File: src/rtl/uart_arb_pkg.sv
// Shared types and helpers for the UART transmit arbiter.
package uart_arb_pkg;

  // Upper bound on requesters; the round-robin search is sized for this many.
  localparam int unsigned MaxReq  = 8;
  localparam int unsigned MaxIdxW = 3;

  typedef enum logic [1:0] {
    StIdle = 2'd0,
    StSend = 2'd1,
    StWait = 2'd2
  } arb_state_e;

  // Ten bit times per frame plus a little slack before a frame is declared lost.
  function automatic int unsigned timeout_cycles(input int unsigned clocks_per_bit);
    return 10 * clocks_per_bit + 8;
  endfunction

  localparam int unsigned DefaultClocksPerBit  = 3;
  localparam int unsigned DefaultTimeoutCycles = 10 * DefaultClocksPerBit + 8;

  typedef struct packed {
    logic                 any;
    logic [MaxIdxW-1:0]   idx;
  } rr_result_t;

  // First set bit of req at or above ptr, wrapping modulo num_req.
  function automatic rr_result_t rr_search(input logic [MaxReq-1:0]  req,
                                           input logic [MaxIdxW-1:0] ptr,
                                           input int unsigned        num_req);
    rr_result_t  res;
    int unsigned cand;
    res = '0;
    for (int unsigned k = 0; k < MaxReq; k++) begin
      cand = (32'(ptr) + k) % num_req;
      if (k < num_req && !res.any && req[cand[MaxIdxW-1:0]]) begin
        res.any = 1'b1;
        res.idx = cand[MaxIdxW-1:0];
      end
    end
    return res;
  endfunction

endpackage

File: src/rtl/rr_pick.sv
// Combinational round-robin picker: request vector and start pointer in,
// winning index and any-request flag out.
module rr_pick
  import uart_arb_pkg::*;
#(
  parameter  int unsigned NumReq = 4,
  localparam int unsigned IdxW   = $clog2(NumReq)
) (
  input  logic [NumReq-1:0] req_i,
  input  logic [IdxW-1:0]   ptr_i,
  output logic [IdxW-1:0]   idx_o,
  output logic              any_o
);

  logic [MaxReq-1:0] req_ext;
  rr_result_t        res;
  logic              unused_idx_bits;

  // Widen the request vector to the helper's fixed size and search.
  always_comb begin
    req_ext              = '0;
    req_ext[NumReq-1:0]  = req_i;
    res                  = rr_search(req_ext, MaxIdxW'(ptr_i), NumReq);
  end

  assign idx_o           = res.idx[IdxW-1:0];
  assign any_o           = res.any;
  // Upper index bits are always zero for small NumReq.
  assign unused_idx_bits = ^res.idx;

endmodule

File: src/rtl/uart_tx_arbiter.sv
// Round-robin arbiter sharing one UART transmitter among NUM_REQ byte producers.
// Optional packet lock (define UART_ARB_PACKET_LOCK_EN): a byte accepted with
// req_last low keeps the grant on that requester until its last byte.
module uart_tx_arbiter
  import uart_arb_pkg::*;
#(
  parameter  int unsigned NUM_REQ        = 4,
  parameter  int unsigned CLOCKS_PER_BIT = DefaultClocksPerBit,
  parameter  int unsigned TIMEOUT_CYCLES = timeout_cycles(CLOCKS_PER_BIT),
  localparam int unsigned IdxW           = $clog2(NUM_REQ),
  localparam int unsigned CntW           = $clog2(TIMEOUT_CYCLES)
) (
  input  logic                 clock,
  input  logic                 reset_n,
  input  logic [NUM_REQ-1:0]   req_valid,
  input  logic [8*NUM_REQ-1:0] req_byte,
`ifdef UART_ARB_PACKET_LOCK_EN
  input  logic [NUM_REQ-1:0]   req_last,
  output logic                 locked,
`endif
  output logic [NUM_REQ-1:0]   req_ready,
  output logic                 uart_send,
  output logic [7:0]           uart_byte,
  input  logic                 uart_done,
  output logic [IdxW-1:0]      grant_id,
  output logic                 busy,
  output logic                 timeout_err
);

  arb_state_e           state_q, state_d;
  logic [IdxW-1:0]      rr_ptr_q, rr_ptr_d;
  logic [IdxW-1:0]      grant_q, grant_d;
  logic [7:0]           byte_q, byte_d;
  logic [NUM_REQ-1:0]   ready_q, ready_d;
  logic                 send_q, send_d;
  logic                 tout_q, tout_d;
  logic [CntW-1:0]      cnt_q, cnt_d;
`ifdef UART_ARB_PACKET_LOCK_EN
  logic                 lock_q, lock_d;
`endif

  logic [NUM_REQ-1:0]   pick_req;
  logic [IdxW-1:0]      pick_idx;
  logic                 pick_any;
  logic [7:0]           pick_byte;
  logic [IdxW-1:0]      rr_ptr_inc;

  // While locked only the locked requester may win the search.
`ifdef UART_ARB_PACKET_LOCK_EN
  assign pick_req = lock_q ? (req_valid & (NUM_REQ'(1) << grant_q)) : req_valid;
`else
  assign pick_req = req_valid;
`endif

  rr_pick #(
    .NumReq (NUM_REQ)
  ) u_rr_pick (
    .req_i (pick_req),
    .ptr_i (rr_ptr_q),
    .idx_o (pick_idx),
    .any_o (pick_any)
  );

  // Select the winning requester's byte and the pointer just past it.
  always_comb begin
    pick_byte = '0;
    for (int unsigned i = 0; i < NUM_REQ; i++) begin
      if (pick_idx == IdxW'(i)) begin
        pick_byte = req_byte[8*i +: 8];
      end
    end
    rr_ptr_inc = (pick_idx == IdxW'(NUM_REQ - 1)) ? '0 : pick_idx + 1'b1;
  end

  // Next-state logic: grant in IDLE, one-cycle send, then wait for done or timeout.
  always_comb begin
    state_d  = state_q;
    rr_ptr_d = rr_ptr_q;
    grant_d  = grant_q;
    byte_d   = byte_q;
    ready_d  = '0;
    send_d   = 1'b0;
    tout_d   = 1'b0;
    cnt_d    = cnt_q;
`ifdef UART_ARB_PACKET_LOCK_EN
    lock_d   = lock_q;
`endif

    case (state_q)
      StIdle: begin
        if (pick_any) begin
          state_d  = StSend;
          grant_d  = pick_idx;
          byte_d   = pick_byte;
          ready_d  = NUM_REQ'(1) << pick_idx;
`ifdef UART_ARB_PACKET_LOCK_EN
          // A locked grant does not move the round-robin pointer.
          if (!lock_q) begin
            rr_ptr_d = rr_ptr_inc;
          end
          lock_d   = ~req_last[pick_idx];
`else
          rr_ptr_d = rr_ptr_inc;
`endif
        end
      end
      StSend: begin
        state_d = StWait;
        send_d  = 1'b1;
        cnt_d   = '0;
      end
      StWait: begin
        cnt_d = cnt_q + 1'b1;
        // done takes priority over a timeout landing on the same cycle.
        if (uart_done) begin
          state_d = StIdle;
        end else if (cnt_q == CntW'(TIMEOUT_CYCLES - 1)) begin
          state_d = StIdle;
          tout_d  = 1'b1;
`ifdef UART_ARB_PACKET_LOCK_EN
          lock_d  = 1'b0;
`endif
        end
      end
      default: begin
        state_d = StIdle;
      end
    endcase
  end

  // State and registered outputs; reset clears everything, aborting any frame.
  always_ff @(posedge clock or negedge reset_n) begin
    if (!reset_n) begin
      state_q  <= StIdle;
      rr_ptr_q <= '0;
      grant_q  <= '0;
      byte_q   <= '0;
      ready_q  <= '0;
      send_q   <= 1'b0;
      tout_q   <= 1'b0;
      cnt_q    <= '0;
`ifdef UART_ARB_PACKET_LOCK_EN
      lock_q   <= 1'b0;
`endif
    end else begin
      state_q  <= state_d;
      rr_ptr_q <= rr_ptr_d;
      grant_q  <= grant_d;
      byte_q   <= byte_d;
      ready_q  <= ready_d;
      send_q   <= send_d;
      tout_q   <= tout_d;
      cnt_q    <= cnt_d;
`ifdef UART_ARB_PACKET_LOCK_EN
      lock_q   <= lock_d;
`endif
    end
  end

  assign req_ready   = ready_q;
  assign uart_send   = send_q;
  assign uart_byte   = byte_q;
  assign grant_id    = grant_q;
  assign busy        = (state_q != StIdle);
  assign timeout_err = tout_q;
`ifdef UART_ARB_PACKET_LOCK_EN
  assign locked      = lock_q;
`endif

  // Handshake invariants.
  a_ready_onehot: assert property (@(posedge clock) disable iff (!reset_n)
    $onehot0(req_ready));
  a_send_single: assert property (@(posedge clock) disable iff (!reset_n)
    uart_send |=> !uart_send);
  a_tout_idle: assert property (@(posedge clock) disable iff (!reset_n)
    timeout_err |-> !busy);

endmodule

File: config.mk
export PLATFORM = sky130hd
export DESIGN_NAME = uart_tx_arbiter
export DESIGN_NICKNAME = d
export VERILOG_FILES = /design/src/rtl/uart_arb_pkg.sv /design/src/rtl/rr_pick.sv /design/src/rtl/uart_tx_arbiter.sv
export SDC_FILE = /design/constraint.sdc
export NUM_CORES = 1
export LEC_CHECK = 0
export ABC_AREA = 1
export BUFFER_PORTS_ARGS = -buffer_cell sky130_fd_sc_hd__buf_2
export CORE_UTILIZATION = 23
export CTS_CLUSTER_DIAMETER = 200
export CTS_CLUSTER_SIZE = 10
export DETAILED_ROUTE_END_ITERATION = 8
export GPL_ROUTABILITY_DRIVEN = 0
export HOLD_SLACK_MARGIN = 0.05
export SLEW_MARGIN = 40
export SYNTH_ARGS = -nofsm -noshare
export SYNTH_HDL_FRONTEND = slang
export SYNTH_SLANG_ARGS = --single-unit
export TNS_END_PERCENT = 100
File: constraint.sdc
create_clock -name clock -period 5.75 [get_ports clock]
set_input_delay 1.4375 -clock clock [delete_from_list [all_inputs] [get_ports clock]]
set_output_delay 1.4375 -clock clock [all_outputs]
set_load 0.005 [all_outputs]
==> impl_metrics.ini, run 1 <==
[status]
status = finished, final reports clean

[worst_setup_path]
path_buf_inv = 3
cp.required_ns = 5.96
timing.rr.end = uart_byte[0]
slowest_stage = nor2_1
reg2reg_from = rr_ptr_q[0]
worstPathMaxFanout = 10
critical_path.top_delay_family = simple AND/OR/NAND/NOR gates
cp.arrival_ns = 3.77
end_kind = flip-flop
crit_top_cell = nand2_1
slowest_delay_ns = 0.48
cp-start-kind = input port
critical_path_class = in -> reg
crit_chain = buf_2 -> inv_1 -> nand2_1 -> nand3_1 -> nand2_4 -> nor2_4 -> nand3_1 -> nand3_1 -> inv_1 -> ha_1 -> nor2_1 -> nand2_1 -> nand2_1 -> o21ai_0 -> o21ai_0 -> nand2_1 -> nand2_1
rr_worst_depth = 17
r2r_slack_ns = 2.73

[routing]
routedWlPerCell_um = 10.44
drc = 0
wirelength_mm = 3.966
drt_pass1_iterations = 4
drtAntennaViolNets = 0
drt-initial-drc-count = 72
viasPerCell = 4.087
via_count = 1553

[cells_and_area]
nNetsFinal = 333
diodes = 0
regArea_um2 = 650.6
instances_no_fill = 380
area_growth_pct = 24.13
layout-drive-gt1-share_pct = 29.58
fill_cells = 742
fin_util_pct = 30.31
multiInputGateArea_um2 = 889.6
postLayoutCellArea_um2 = 2105

[clock_network]
clockBufferDepth = 2
h-tree-depth = 1
post_cts_buffers = 0
cts_root_buffer = clkbuf_8
cts_inserted_buffers = 3
cts_tree = done
cts.hold.buffers_added = 0
clock_latency_ns = 0.28
cts_resized = 0
clk_pin_slew_worst_paths_ns = 0.10
cts_sinks = 26

[yosys]
yosys.area.top_type = dfrtp_1
synthDistinctLibCells = 24
synth_area_leaders = dfrtp_1 38%, nand2_1 17%, ha_1 6.6%
ys.flop_type = dfrtp_1
synth_edf_count = 0
synth_nets = 280
synth.most_common_cell = nand2_1
synth_top_area_share_pct = 38.38
ys_ff_latch = 26
synthesis.area_um2 = 1695
async_reset_ff_share_pct = 100.0
postSynthAreaPerCell_um2 = 7.308
synth_common_cells = 75 x nand2_1, 26 x dfrtp_1, 24 x inv_1, 19 x o21ai_0, 17 x nand2_2
yosysWarnings = 0
yosysSeqAreaShare_pct = 38.38
postSynthCellCount = 232

[floorplan]
fp.dieW_um = 87.86
initial_core_util_pct = 24.41
die_area_um2 = 7719
rows = 30
die_h_um = 87.86
io_pins = 56
core-area_um2 = 6944

[timing]
relSlewSlack_pct = 60.91
skew_ns = 0.008786
timing.hold.ws_ns = 0.4885
fmax_ghz = 0.2815
finalSetupTns_ns = 0
setup_viol = 0
rsz0062_at_grt = false
hold_viol = 0
finalCriticalPeriod_ns = 3.553
drv_slew = 0
worst_slew_pin_slew_ns = 0.5863
fin_crit_sh_pct = 61.79

[global_routing]
grt_max_degree = 27
grt_pass1_wl_mm = 6.479
grt_pass1_vias = 1439
grt.overflow.total = 0
antenna_found_initial = 0
grt_use_total_pct = 10.73

[power_and_ir_drop]
cellLeakagePower_uw = 0.001137
peakVddDrop_v = 0.0002206
power_density_nw_per_um2 = 627.9

[run]
drv_cap = 0

[worst_hold_path]
worstHoldStart = grant_id[0]
worstHoldPathType = reg -> reg
holdPathEnd = grant_id[0]
worstHoldPathCells = 2

[placement]
port_buffers = 55
placed_cells_incl_taps = 376
placedInstanceArea_um2 = 2033
hpwl_mm = 3.025
placed cells by master, fill, tap and decap left out, drive strengths merged:
master,count
bufinv,1
o22ai,1
ha,9
nand3,12
o21ai,21
buf,55
inv,26
nor3,5
a21oi,13
a31oi,1
nand2,95
xnor2,1
nor3b,1
nor2,13
dfrtp,26
nand4,1
clkbuf,3
through the flow:
stage	setup slack [ns]	total power [uW]
after floorplan	2.402	1006
final	2.197	1322
after CTS	2.219	1346
after global routing	1.864	1493
after global placement	2.025	1166
after detailed placement	1.914	1184
kinds of logic after synthesis:
kind of cell,synth area share [%]
and+or+nand+nor,34.32
AOI/OAI and AO/OA,11.00
buffers and inverters,9.151
DFF,38.38
adders and majority gates,6.642
xor gates and xnor gates,0.5167
power by group:
| part | switching, uW | total, uW | internal [uW] |
|---|---|---|---|
| sequential | 51.1 | 303 | 252 |
| clock | 61.1 | 154 | 93.2 |
| combinational | 554 | 864 | 310 |
| total | 666 | 1320 | 655 |
tightest hold or removal path: stages (launching register included):
cell     delay (ns)
dfrtp_1        0.35
nand2_1        0.05
o21ai_0        0.06
metal layers:
metal  routed length, um  vias up  global-route usage, %  share of wire [%]
met5                   0        -                      0                  0
met2                1861       52                  18.60                 47
li1                    -      829                      -                  -
met1                1829      670                  13.71                 46
met3                 255        2                  2.262                6.4
met4                  19        0                  2.235               0.48
how the worst max path moves through the flow:
| stage | startpoint | to | slack [ns] | cells past startpoint |
|---|---|---|---|---|
| finish | req_valid[0] | uart_byte[0] | 2.20 | 17 |
| global route | req_valid[0] | uart_byte[0] | 1.86 | 17 |
| CTS | req_valid[0] | uart_byte[0] | 2.22 | 17 |
| detailed placement | req_valid[1] | uart_byte[0] | 1.91 | 17 |
| global placement | req_valid[1] | uart_byte[0] | 2.02 | 17 |
| floorplan | req_valid[0] | uart_byte[4] | 2.40 | 17 |
state kept, by name, indices dropped and copies added (netlist names):
register	flops
uart_byte	8
req_ready	4
rr_ptr_q	2
uart_send	1
state_q	2
timeout_err	1
grant_id	2
cnt_q	6
area by class of cell:
type | count | area share (%)
clock buffers | 3 | 1.962
multi-input cells | 173 | 42.27
repair buffers | 55 | 13.08
inverters | 26 | 4.637
flip-flops and latches | 26 | 30.92
clock inverters | 1 | 1.427
well taps | 96 | 5.707
No activity file was read; power rests on OpenSTA's default activity.
==> inputs of run 2 (changes only) <==
==> constraint.sdc (replaced) <==
create_clock -name clock -period 3.4 [get_ports clock]
set_input_delay 0.85 -clock clock [delete_from_list [all_inputs] [get_ports clock]]
set_output_delay 0.85 -clock clock [all_outputs]
set_load 0.005 [all_outputs]
==> run 2 against run 1 <==
Sequential cell count stayed put. Sequential share of layout area is 0.11 points lower. Via count is 2.1% higher. Die area stayed put. First-iteration DRC count is 19% lower. Sequential power is 69% higher. Global-route usage is 0.17 points higher. Worst setup slack worse by 1.6 ns. Utilization is 0.11 points higher. Final cell count is 0.26% higher.
==> impl_metrics.ini, run 2 (same netlist as run 1, synthesis figures left out) <==
[status]
status = finished, final reports clean

[worst_setup_path]
r2r_slack_ns = 0.64
worstPathMaxFanout = 11
crit_top_cell = nand2_1
path_buf_inv = 4
cp-start-kind = flip-flop
slowest_delay_ns = 0.56
cp.required_ns = 3.58
crit_chain = inv_1 -> nand2_1 -> nand2_1 -> o21ai_1 -> inv_1 -> nand3_1 -> nand3_1 -> inv_1 -> ha_1 -> nor2_1 -> buf_4 -> nand2_1 -> nand2_1 -> o21ai_0 -> o21ai_0 -> nand2_1 -> nand2_2
end_kind = flip-flop
critical_path_class = reg -> reg
slowest_stage = dfrtp_1
cp.arrival_ns = 2.94
critical_path.top_delay_family = simple AND/OR/NAND/NOR gates

[clock_network]
clock_latency_ns = 0.27
cts.hold.buffers_added = 0
h-tree-depth = 1
cts_resized = 0
cts_tree = done
clk_pin_slew_worst_paths_ns = 0.10
cts_inserted_buffers = 3
clockBufferDepth = 2
post_cts_buffers = 0
cts_sinks = 26
cts_root_buffer = clkbuf_8

[routing]
via_count = 1585
drt_pass1_iterations = 4
wirelength_mm = 3.939
viasPerCell = 4.160
drt-initial-drc-count = 58
drc = 0
drtAntennaViolNets = 0
routedWlPerCell_um = 10.34

[placement]
hpwl_mm = 3.046
placed_cells_incl_taps = 377
place_ws_ns = 0.4375
port_buffers = 55
placedInstanceArea_um2 = 2041

[floorplan]
fp.dieW_um = 87.86
io_pins = 56
die_h_um = 87.86
rows = 30
initial_core_util_pct = 24.41
die_area_um2 = 7719
core-area_um2 = 6944

[power_and_ir_drop]
power_density_nw_per_um2 = 1063
cellLeakagePower_uw = 0.001143
peakVddDrop_v = 0.0003248

[timing]
worst_slew_pin_slew_ns = 0.5997
finalSetupTns_ns = 0
finalCriticalPeriod_ns = 2.760
fmax_ghz = 0.3623
fin_crit_sh_pct = 81.19
setup_viol = 0
setup_ws_ns = 0.6396
rsz0062_at_grt = false
skew_ns = 0.005330
timing.hold.ws_ns = 0.4909
drv_slew = 0
hold_viol = 0
relSlewSlack_pct = 60.02

[global_routing]
grt_max_degree = 27
grt_pass1_vias = 1512
grt_pass1_wl_mm = 6.637
antenna_found_initial = 0
grt_use_total_pct = 10.91
grt.overflow.total = 0

[cells_and_area]
fill_cells = 758
final_common_cell = nand2_1
layout-drive-gt1-share_pct = 29.82
largest_register_ffs = 8
diodes = 0
nNetsFinal = 334
area_growth_pct = 24.58
final_cell_mix = 75 x nand2_1, 55 x buf_2, 26 x dfrtp_1
instances_no_fill = 381
postLayoutCellArea_um2 = 2112

[worst_hold_path]
worstHoldPathType = reg -> reg

[run]
drv_cap = 0
## run 2: changes by cell type in the layout (fill, tap and decap cells not counted)
cell and delta:
buf_4 +1
## run 2: power by group
group / switching (uW) / internal, uW / total [uW]
clock: 100 / 157 / 258
sequential: 87.0 / 426 / 513
combinational: 931 / 542 / 1470
total: 1120 / 1130 / 2240
## run 2: layout make-up
type                            instances  area, um^2  area share, %
Clock buffer                            3       41.29          1.955
Multi-Input combinational cell        173       889.6          42.12
Inverter                               26       97.59          4.621
Timing Repair Buffer                   56       282.8          13.39
Tap cell                               96       120.1          5.687
Sequential cell                        26       650.6          30.81
Clock inverter                          1       30.03          1.422
## run 2: through the flow
| stage | util, % | power (uW) |
|---|---|---|
| finish | 30.41 | 2245 |
| global route | 30.41 | 2549 |
| CTS | 30.41 | 2288 |
| detailed placement | 29.39 | 2019 |
| global placement | 29.39 | 1986 |
| floorplan | - | 1701 |
## run 2: worst min-delay path, delay by kind of cell (launching register included)
family / cells / cell delay, ns
flops: 1 / 0.36
simple gates: 2 / 0.10
## run 2: worst paths after layout
check	startpoint	to	cells after the start
worst max-delay path	rr_ptr_q[0]	uart_byte[5]	17
worst min-delay path	uart_byte[0]	uart_byte[0]	2
worst max register to register	rr_ptr_q[0]	uart_byte[5]	17
worst min register to register	uart_byte[0]	uart_byte[0]	2
max in group asynchronous	reset_n	cnt_q[3]	1
min in group asynchronous	reset_n	uart_byte[0]	1
## run 2: metal layers
metal | global-route usage (%) | up-vias | share of wire (%)
li1 | - | 835 | -
met1 | 13.75 | 712 | 46
met2 | 18.89 | 34 | 48
met3 | 2.356 | 4 | 4.4
met4 | 2.683 | 0 | 0.89
met5 | 0 | - | 0
==> inputs of run 3 (changes only) <==
--- a/config.mk
+++ b/config.mk
@@ -5,7 +5,7 @@
 export SDC_FILE = /design/constraint.sdc
 export NUM_CORES = 1
 export LEC_CHECK = 0
-export ABC_AREA = 1
+export ABC_AREA = 0
 export BUFFER_PORTS_ARGS = -buffer_cell sky130_fd_sc_hd__buf_2
 export CORE_UTILIZATION = 23
 export CTS_CLUSTER_DIAMETER = 200
==> constraint.sdc (replaced) <==
create_clock -name clock -period 2.42 [get_ports clock]
set_input_delay 0.605 -clock clock [delete_from_list [all_inputs] [get_ports clock]]
set_output_delay 0.605 -clock clock [all_outputs]
set_load 0.005 [all_outputs]
==> run 3 against run 2 <==
The flow now finishes with violations (design-rule violations). Final cell count shrank 19%. Non-clock buffer count grew 9. Final area shrank 6.0%. Combinational power shrank 23%. Synthesized area shrank 11%. Total power shrank 2.6%. Sequential cell count is the same. Critical path depth shrank 6. Critical endpoint is now uart_byte[4]. Largest power group unchanged.
==> impl_metrics.ini, run 3 <==
[cells_and_area]
area_growth_pct = 31.37
final_common_cell = buf_2
instances_no_fill = 307
layout-drive-gt1-share_pct = 33.48
multiInputGateArea_um2 = 744.5
diodes = 0
regArea_um2 = 650.6
nNetsFinal = 279
final_cell_mix = 55 x buf_2, 26 x dfrtp_1, 22 x a21oi_1
largest_register_ffs = 8
fill_cells = 682

[worst_setup_path]
critPathCapture = uart_byte[4]
cp.required_ns = 2.58
r2r_slack_ns = 0.29
cp-start-kind = input port
end_kind = flip-flop
cp.arrival_ns = 2.30
critical_path.top_delay_family = compound AO/OA/AOI/OAI gates
slowest_stage = a221oi_1
crit_cells = 11
crit_chain = buf_2 -> nand2b_1 -> a21oi_1 -> a311o_1 -> nor2_1 -> ha_1 -> buf_12 -> a21oi_1 -> o21ai_0 -> a221oi_1 -> nor2_1
reg2reg_from = rr_ptr_q[1]
worstPathMaxFanout = 9
rr_worst_depth = 8
path_buf_inv = 2
critical_path_class = in -> reg
slowest_delay_ns = 0.28
timing.rr.end = uart_byte[4]
critPathLaunch = req_valid[1]

[yosys]
synth.most_common_cell = dfrtp_1
ys_ff_latch = 26
yosysSeqAreaShare_pct = 43.05
postSynthAreaPerCell_um2 = 8.997
synth_top_area_share_pct = 43.05
async_reset_ff_share_pct = 100.0
postSynthCellCount = 168
synthDistinctLibCells = 34
synth_nets = 216
yosysWarnings = 0
yosys.area.top_type = dfrtp_1
synth_area_leaders = dfrtp_1 43%, ha_1 7.5%, a21oi_1 7.3%
ys.flop_type = dfrtp_1
synth_edf_count = 0
synth_common_cells = 26 x dfrtp_1, 22 x a21oi_1, 18 x nor2_1, 16 x inv_1, 15 x nand2_1
synthesis.area_um2 = 1511

[floorplan]
initial_core_util_pct = 23.80
rows = 29
die_area_um2 = 6900
fp.dieW_um = 83.07
io_pins = 56
die_h_um = 83.07
core-area_um2 = 6350

[timing]
finalCriticalPeriod_ns = 2.145
timing.hold.ws_ns = 0.3169
skew_ns = 0.004470
drv_slew = 0
fin_crit_sh_pct = 88.62
fmax_ghz = 0.4663
setup_viol = 0
relSlewSlack_pct = 58.28
worst_slew_pin_slew_ns = 0.6235
rsz0062_at_grt = false
hold_viol = 0

[clock_network]
cts.hold.buffers_added = 0
h-tree-depth = 1
cts_sinks = 26
cts_inserted_buffers = 3
clock_latency_ns = 0.27
clk_pin_slew_worst_paths_ns = 0.09
cts_root_buffer = clkbuf_8
clockBufferDepth = 2
cts_tree = done

[status]
violations = design-rule violations
status = finished with violations

[global_routing]
grt.overflow.total = 0
grt_use_total_pct = 11.11
grt_pass1_vias = 1350
grt_pass1_wl_mm = 6.182
grt_max_degree = 27
antenna_found_initial = 0

[power_and_ir_drop]
peakVddDrop_v = 0.0003777
cellLeakagePower_uw = 0.0009791
power_density_nw_per_um2 = 1101

[routing]
drt-initial-drc-count = 97
wirelength_mm = 3.722
routedWlPerCell_um = 12.12
drt_pass1_iterations = 6
drtAntennaViolNets = 0
via_count = 1401
drc = 2
viasPerCell = 4.564

[placement]
port_buffers = 55
hpwl_mm = 2.900
placed_cells_incl_taps = 303

[worst_hold_path]
worstHoldPathType = in -> async

[run]
drv_cap = 0
==> run 3: worst min path at each step <==
stage                 startpoint      endpoint  slack [ns]  depth (start not counted)
floorplan                reset_n      cnt_q[0]        0.31                          0
global route             reset_n   rr_ptr_q[0]        0.36                          1
global placement    uart_byte[4]  uart_byte[4]        0.48                          2
detailed placement   grant_id[0]   grant_id[0]        0.48                          2
CTS                      reset_n  req_ready[0]        0.33                          1
finish                   reset_n      cnt_q[5]        0.32                          1
==> run 3: kinds of logic (layout without fill, tap and decap cells) <==
group | count (synthesis) | in the layout | synth area share [%]
flip-flops | 26 | 26 | 43.05
adder cells (fa/ha/maj) | 9 | 9 | 7.450
buffers and inverters | 23 | 85 | 7.865
XOR/XNOR | 1 | 1 | 0.5796
multiplexers | 2 | 2 | 1.407
AO/OA/AOI/OAI | 54 | 54 | 22.10
AND/OR/NAND/NOR | 53 | 53 | 17.55
==> run 3: repair_timing <==
| item | CTS | global route |
|---|---|---|
| buffers inserted | 0 | 0 |
| resized for setup | 0 | 1 |
| setup endpoints to repair | 0 | 4 |
==> run 3: final cells by class <==
| cell class | instances | share of cell area, % |
|---|---|---|
| repair buffers | 65 | 18.27 |
| clock buffers | 3 | 2.079 |
| multi-input cells | 119 | 37.49 |
| inverters | 16 | 3.025 |
| clock inverters | 1 | 1.512 |
| flip-flops and latches | 26 | 32.77 |
| well taps | 77 | 4.852 |
==> run 3: layer usage <==
metal	up-vias	part of all wire [%]	GRT usage [%]
met3	5	3.9	1.491
li1	713	-	-
met2	30	46	18.03
met5	-	0	0
met4	0	1.9	5.172
met1	653	48	14.64
==> run 3: worst register-to-register path: stages, from the launching register on <==
cell and delay (ns):
dfrtp_1 0.45, nand2b_1 0.19, a311oi_1 0.33, nand2_1 0.14
ha_2 0.28, a21oi_1 0.15, o21ai_0 0.10, a221oi_1 0.28
nor2_1 0.08
==> run 3: power by group <==
group          internal, uW  switching [uW]
Clock                   221             143
Sequential              594            95.0
Combinational           517             614
Total                  1330             852
==> run 3: metrics by stage <==
step	instance area [um^2]	power, uW	setup TNS (ns)	utilization, %	setup slack [ns]
after floorplan	1511	1464	0	-	0.07660
after global placement	1912	1809	-0.1576	30.11	-0.03911
after detailed placement	1912	1833	-0.4297	30.11	-0.1138
after CTS	1983	2209	0	31.23	0.1585
after global routing	1986	2399	0	31.27	0.01616
final	1986	2186	0	31.27	0.2753
